$ cat config.mk
export PLATFORM = sky130hd
export DESIGN_NAME = jtkiwi_tmdraw
export DESIGN_NICKNAME = d
export VERILOG_FILES = /design/src/rtl/jtkiwi_tmdraw.sv
export SDC_FILE = /design/constraint.sdc
export NUM_CORES = 1
export LEC_CHECK = 0
export CAP_MARGIN = 20
export CORE_MARGIN = 2
export CORE_UTILIZATION = 46
export DETAILED_ROUTE_END_ITERATION = 8
export GPL_ROUTABILITY_DRIVEN = 0
export GPL_TIMING_DRIVEN = 0
export PLACE_DENSITY = 0.79
export SETUP_SLACK_MARGIN = 0.3
export SLEW_MARGIN = 20
export SYNTH_ARGS = -nofsm -noshare
export SYNTH_HDL_FRONTEND = slang
export SYNTH_SLANG_ARGS = --single-unit
$ cat constraint.sdc
create_clock -name clk -period 3.5 [get_ports clk]
set_clock_uncertainty 0.1 [all_clocks]
set_input_delay 0.7 -clock clk [delete_from_list [all_inputs] [get_ports clk]]
set_output_delay 0.7 -clock clk [all_outputs]
set_load 0.02 [all_outputs]
$ cat src/rtl/jtkiwi_tmdraw.sv
// Tile-map row renderer: draws one 16-pixel row of a 16x16 4bpp tile into a
// line buffer. Each tile row is fetched from graphics ROM as two 32-bit words
// (eight pixels per word) and written out one pixel per clock.
//
// ROM handshake: rom_addr is held stable while rom_cs=1. The renderer asserts
// rom_cs on entering FETCH and keeps it high through WAIT. The first cycle
// (FETCH) is the address-change cycle, so rom_ok seen there is not trusted.
// In WAIT, the first cycle with rom_ok=1 transfers rom_data and rom_cs drops on
// the next cycle. There is no timeout: a ROM that never answers stalls the
// renderer in WAIT.
module jtkiwi_tmdraw (
    input  logic        clk,
    input  logic        rst,
    input  logic        draw,
    output logic        busy,
    input  logic [15:0] code,
    input  logic [15:0] attr,
    input  logic [8:0]  xpos,
    input  logic [3:0]  ysub,
    input  logic        flip,
    output logic [17:0] rom_addr,
    output logic        rom_cs,
    input  logic        rom_ok,
    input  logic [31:0] rom_data,
    output logic [8:0]  buf_addr,
    output logic        buf_we,
    output logic [8:0]  buf_din,
    output logic [1:0]  st_dbg
);

    typedef enum logic [1:0] {
        IDLE  = 2'd0,
        FETCH = 2'd1,
        WAIT  = 2'd2,
        DRAW  = 2'd3
    } state_t;

    state_t      state, state_nxt;

    logic [12:0] code_l;
    logic [4:0]  pal_l;
    logic [8:0]  xpos_l;
    logic [3:0]  ysub_l;
    logic        hf, vf;
    logic        half;
    logic [2:0]  cnt;
    logic [31:0] pix_data;
    logic [2:0]  nib_sel;
    logic [3:0]  pixel;

    // Only the tile number and palette fields of code/attr matter here.
    logic unused_bits;
    assign unused_bits = ^{code[13], attr[10:0]};

    // Half select is XORed with hflip so a mirrored tile fetches its right
    // half first; row is mirrored by vflip.
    assign rom_addr = {code_l, ysub_l ^ {4{vf}}, half ^ hf};
    // Screen position always advances left to right; wraps at 512.
    assign buf_addr = xpos_l + {5'd0, half, cnt};
    assign buf_din  = {pal_l, pixel};
    assign st_dbg   = state;

    // Pick the nibble for the current pixel: leftmost first unless mirrored.
    always_comb begin
        nib_sel = hf ? cnt : ~cnt;
        pixel   = pix_data[{nib_sel, 2'b00} +: 4];
    end

    // State register.
    always_ff @(posedge clk or posedge rst) begin
        if (rst) state <= IDLE;
        else     state <= state_nxt;
    end

    // Next-state logic and FSM-driven outputs.
    always_comb begin
        state_nxt = state;
        busy      = (state != IDLE);
        rom_cs    = 1'b0;
        buf_we    = 1'b0;
        case (state)
            IDLE: begin
                if (draw) state_nxt = FETCH;
            end
            FETCH: begin
                rom_cs    = 1'b1;
                state_nxt = WAIT;
            end
            WAIT: begin
                rom_cs = 1'b1;
                if (rom_ok) state_nxt = DRAW;
            end
            DRAW: begin
                // Pixel value 0 is transparent.
                buf_we = (pixel != 4'd0);
                if (cnt == 3'd7) state_nxt = half ? IDLE : FETCH;
            end
            default: state_nxt = IDLE;
        endcase
    end

    // Datapath: request latches, ROM word capture and pixel/half counters.
    always_ff @(posedge clk or posedge rst) begin
        if (rst) begin
            code_l   <= 13'd0;
            pal_l    <= 5'd0;
            xpos_l   <= 9'd0;
            ysub_l   <= 4'd0;
            hf       <= 1'b0;
            vf       <= 1'b0;
            half     <= 1'b0;
            cnt      <= 3'd0;
            pix_data <= 32'd0;
        end else begin
            case (state)
                IDLE: begin
                    if (draw) begin
                        code_l <= code[12:0];
                        pal_l  <= attr[15:11];
                        xpos_l <= xpos;
                        ysub_l <= ysub;
                        hf     <= code[14] ^ flip;
                        vf     <= code[15] ^ flip;
                        half   <= 1'b0;
                        cnt    <= 3'd0;
                    end
                end
                WAIT: begin
                    if (rom_ok) begin
                        pix_data <= rom_data;
                        cnt      <= 3'd0;
                    end
                end
                DRAW: begin
                    cnt <= cnt + 3'd1;
                    if (cnt == 3'd7) half <= 1'b1;
                end
                default: ;
            endcase
        end
    end

endmodule
### After elaboration in Yosys (flattened, before gate mapping)

Cells that the tools add are included.

| storage, ports and cells | value |
|---|---|
| output and inout bits | 41 |
| register bits | 71 |

| operators by class | value |
|---|---|
| add/sub/neg operators | 2 |
| shift operators | 1 |
| reductions and logical operators | 11 |
| eq/ne operators | 7 |
| bitwise logic cells | 5 |
| mux-type cells | 14 |

Operator list:

| cell | number |
|---|---|
| variable part select 32 x 6 -> 4 bit | 1 |
| adder 9 x 4 -> 9 bit | 1 |
| two-way mux 3 bit | 3 |
| one-hot mux 3 bit (3 select lines) | 1 |
| AND reduction 3 bit | 3 |
| one-hot mux 2 bit (4 select lines) | 1 |
| two-way mux 2 bit | 3 |
| inequality test 2 bit (second input constant) | 3 |
| two-way mux 1 bit | 5 |
| == test 2 bit (second input constant) | 2 |
| AND reduction 2 bit | 2 |
| nonzero test 2 bit | 2 |
| nonzero test 4 bit | 1 |
| XOR 4 bit | 1 |
| adder 3 x 1 -> 3 bit (second input constant) | 1 |
| == test 3 bit (second input constant) | 1 |
| NOT 3 bit | 1 |
| nonzero test 3 bit | 1 |
| XOR 1 bit | 3 |
| == test 2 x 1 -> 1 bit (second input constant) | 1 |
| logical NOT 2 bit | 1 |
| one-hot mux 1 bit (2 select lines) | 1 |
| OR reduction 2 bit | 1 |

### Depth between registers and ports, before layout

| depth | value |
|---|---|
| depth after elaboration | 5 |
| depth in mapped cells | 7 |

### Least setup slack after synthesis

OpenSTA, ideal clock, no wires.

| timing path | value |
|---|---|
| path kind | reg2out |
| start | reg cnt[1] |
| end | out buf_we |
| required time | 2700 ps |
| setup slack | 778 ps |
| buffers on the path | 1 |
| stages on the path, launching flop included | 7 |
| arrival | 1922 ps |
| cell sequence | dfrtp_1 buf_6 nand2b_1 mux2_2 a2bb2oi_1 a22o_1 o41a_1 |

| between the ends | value |
|---|---|
| cells in the longest elaborated chain, start to end | 5 |

RTL lines:

| item | RTL line | source |
|---|---|---|
| from (decl) | 46 | `logic [2:0] cnt;` |
| from (signal assigned) | 135 | `cnt <= cnt + 3'd1;` |
| NOT 3 bit | 65 | `nib_sel = hf ? cnt : ~cnt;` |
| two-way mux 3 bit (*) | 65 |  |
| variable part select 32 x 6 -> 4 bit (*) | 66 | `pixel = pix_data[{nib_sel, 2'b00} +: 4];` |
| via buf_din[1] | 27 | `output logic [8:0] buf_din,` |
| nonzero test 4 bit (*) | 95 | `buf_we = (pixel != 4'd0);` |
| two-way mux 1 bit (*) | 81 | `case (state)` |
| to (decl) | 26 | `output logic buf_we,` |

The timed path passes the listed nets; every way through them passes the cells marked *.

### Worst setup path after layout

| timing path | value |
|---|---|
| start | reg cnt[0] |
| end | out buf_we |

| between the ends | value |
|---|---|
| cells in the longest elaborated chain, start to end | 5 |

RTL lines:

| item | RTL line |
|---|---|
| NOT 3 bit | 65 |
| two-way mux 3 bit (*) | 65 |
| variable part select 32 x 6 -> 4 bit (*) | 66 |
| nonzero test 4 bit (*) | 95 |
| two-way mux 1 bit (*) | 81 |

Mark *: on every way between the ends. The rest lies on a longest branch, timed or not.

==> results.txt <==
- Counting tap cells, the placed design contains a total of 509 instances.
- Yosys printed 0 warnings.
* Slowest cell on crit path: dfrtp_2
- Global routing used 20.12% of the available tracks across all layers.
- Die Y: 93.31 um
- The H-tree generated during clock tree synthesis spans 3 levels.
* Number of antenna violations at the first check in global routing: 0
- Clock-pin slew was measured on the worst setup and hold paths at 0.07 ns.
* Post-synth net total: 390
- The worst-case IR drop observed on VDD is 0.0004570 V.
* Total standard cell area after synthesis: 3669 um^2
* Final net count: 514
- Reg power frac: 32.2%
- Along the worst path, the maximum fanout reaches 5.
- In this run, synthesis produced a sequential element count of 71.
- Of the total power, combinational logic draws 55.4%.
- At the pin with the least slew margin, the transition time is 0.6097 ns.
- Unique cell type count in the Yosys netlist: 46
- A synthesized cell averages 12.39 um^2.
- Setup violations remaining at the end of the flow were counted as 0.
* Internal power: 2.894 mW
- Top flip-flop cell by instance count after synthesis: dfrtp_1
- The initialized floorplan defines 32 standard-cell rows.
* List of cells traversed by the critical path: buf_4, nand2b_1, mux2_2, a2bb2oi_1, a22o_1, o41a_1, clkbuf_2
* Signal arrival time at the worst endpoint: 2.42 ns
- Counting flops with a built-in enable in the synthesized netlist gives 0.
- WHS: 0.4053 ns
- The count of final hold-check violations came to 0.
* Maximum clock rate: 310.8 MHz
* Clock latency at the later pin of the worst-skew pair: 0.34 ns
* First-pass iteration count of the detailed router: 4
- Measured along the x axis, the die boundary spans 93.31 um.
- Number of global-route vias before repair: 2,804
* Number of standard cells in the final layout excluding fillers: 527
- Total negative setup slack: 0 ns
- # clock sinks: 71
- Final period util: 91.94%
- Fraction of layout instances using a drive strength above 1: 26.82%
- For this run, the slowest stage of the critical path takes 0.45 ns.
- In this run the tightest slew margin relative to its limit is 59.35%.
* Utilization after layout: 66.35%
- Net switching is 38.85% of the power.
- TritonCTS built the clock tree.
* Half-perimeter wire length of the detailed placement result: 6.282 mm
- Initial core utilization: 47.47%
- Min Tclk post-route: 3.218 ns
* Area of the core: 7727 um^2
* Category of cells accounting for the largest share of critical-path delay: compound AO/OA/AOI/OAI gates
- For this run, the register share of the synthesized area comes to 48.43%.
- For this run the aggregate overflow at the end of global routing stands at 0.
* Pin count of the biggest net entering global routing: 58
- Area added between synthesis and finish: 39.77%
- Max-cap violations in this run came to 0.
- Static leakage power: 2.210 nW
- Average wire per standard cell: 15.80 um
- Together, buffers and inverters on the worst path number 2.
* Setup CP Type: reg2out
- The first global-routing pass estimated 13.59 mm of wire.
- IO Pins: 123
- The worst setup path is captured at an output pin.
- After detailed routing, the number of remaining DRC violations is 0.
- STA puts the critical path data required time at 2.70 ns.
- Kind of start point of the critical path: flip-flop
* Via density per instance: 5.307
- Net Sw Power: 1.838 mW
- The detail route stage leaves a number of antenna-violating nets equal to 0.
* Number of buffers on the longest clock path: 2
* Async set-or-reset flop fraction in the synthesized netlist: 100.0%
* Post-synthesis cell count: 296
- # diodes: 0
* Result of the run: finished clean
- The die covers 8706 um^2.
- In this run the worst hold path is classified as reg2reg.
- The number of pins with negative max-slew slack in the final report was 0.
* Clk Tree Root Cell: clkbuf_8
- The routed design has 8.328 mm of wire.
- Starting DRT DRC Count: 129
- Clock group share of total power: 12.4%
- Across all layers, the routed design uses 2,797 vias.
* Power per Cell Area: 923.0 nW/um^2
- In this run, CTS created clock tree buffers numbering 9.
- Buffers placed on the I/O ports in this run total 110.
- Setup repair after global routing could not meet its margin everywhere.
## repair_timing
item                       4_1_cts  5_1_grt
resized for setup               13       22
hold buffers                     0        0
buffers inserted                 0        2
gates cloned                     0        0
setup endpoints to repair       10        9
pin swaps                        0        2
hold endpoints to repair         0        0
## metal layers
metal	up-vias	GRT usage (%)	part of all wire, %
met4	0	7.598	1.4
met2	106	33.69	50
li1	1310	-	-
met3	9	3.223	5.7
met5	-	0	0
met1	1372	26.29	42
## synth_stat cells (all sizes together), types with 3 or more instances
library cell / number / area (um^2)
dfrtp: 71 / 1777
buf: 9 / 72.56
o22ai: 5 / 31.28
o31ai: 4 / 30.03
nand2b: 5 / 31.28
xnor2: 5 / 43.79
a221oi: 3 / 26.28
mux2: 67 / 754.5
clkbuf: 5 / 18.77
xor2: 9 / 78.83
mux2i: 11 / 122.6
nand3b: 3 / 22.52
o21ai: 13 / 65.06
a21oi: 11 / 55.05
nand3: 5 / 25.02
ha: 11 / 137.6
nor2: 10 / 40.04
nand2: 9 / 36.29
inv: 15 / 56.30
a21o: 5 / 37.54
## cell type report
| cell class | count | area [um^2] |
|---|---|---|
| fillers | 630 | 2600 |
| flip-flops and latches | 71 | 1779 |
| multi-input cells | 196 | 1768 |
| repair buffers | 113 | 1122 |
| clock buffers | 13 | 158.9 |
| well taps | 102 | 127.6 |
| plain buffers | 14 | 95.09 |
| inverters | 15 | 58.81 |
| clock inverters | 3 | 17.52 |
## power by group through the flow
| stage | combinational, mW | clock [mW] | sequential, mW |
|---|---|---|---|
| after detailed placement | 2.63 | 0 | 1.53 |
| after floorplan | 1.54 | 0 | 1.60 |
| after global placement | 2.57 | 0 | 1.51 |
| after CTS | 2.62 | 0.600 | 1.52 |
| after global routing | 2.82 | 0.638 | 1.57 |
| final | 2.62 | 0.588 | 1.52 |
## sequential cells by signal (all words and copies together), names as in the netlist
signal and cells:
hf 1, xpos_l 9, st_dbg 2, vf 1, pal_l 5, pix_data 32, ysub_l 4, code_l 13
cnt 3, half 1
## final timing paths
kind	cells past startpoint	slack [ns]	end	from
setup / recovery	7	0.28	buf_we	cnt[0]
hold / removal	1	0.41	code_l[0]	code_l[0]
setup reg to reg	5	1.31	ysub_l[1]	st_dbg[0]
hold reg to reg	1	0.41	code_l[0]	code_l[0]
max in group asynchronous	3	2.21	cnt[0]	rst
min in group asynchronous	2	0.53	code_l[4]	rst
## cells in the final DEF, fill, tap and decap left out, drive strengths merged, types with 10 or more instances in the layout
cell / Yosys / layout
o21ai: 13 / 13
nor2: 10 / 10
dfrtp: 71 / 71
clkbuf: 5 / 22
a21oi: 11 / 11
ha: 11 / 11
buf: 9 / 14
mux2i: 11 / 11
clkdlybuf4s50: 0 / 100
inv: 15 / 15
mux2: 67 / 67
## kinds of logic (layout without fill, tap and decap cells)
family / Yosys count / count (layout) / synth area share (%)
adders and majority gates: 12 / 12 / 4.297
DFF: 71 / 71 / 48.43
AOI/OAI and AO/OA: 51 / 51 / 9.209
muxes: 80 / 80 / 25.14
xor gates and xnor gates: 14 / 14 / 3.342
and+or+nand+nor: 39 / 39 / 5.560
buffers and inverters: 29 / 158 / 4.024
## per-stage QoR
step                      setup slack [ns]  instance area, um^2  total power [mW]
after floorplan                     0.7779                 3669             3.146
after global placement             -0.3038                 4897             4.082
after detailed placement            0.1753                 4927             4.167
after CTS                          0.09865                 5105             4.736
after global routing                0.2178                 5127             5.027
final                               0.2821                 5127             4.733
No activity file was read; power rests on OpenSTA's default activity.
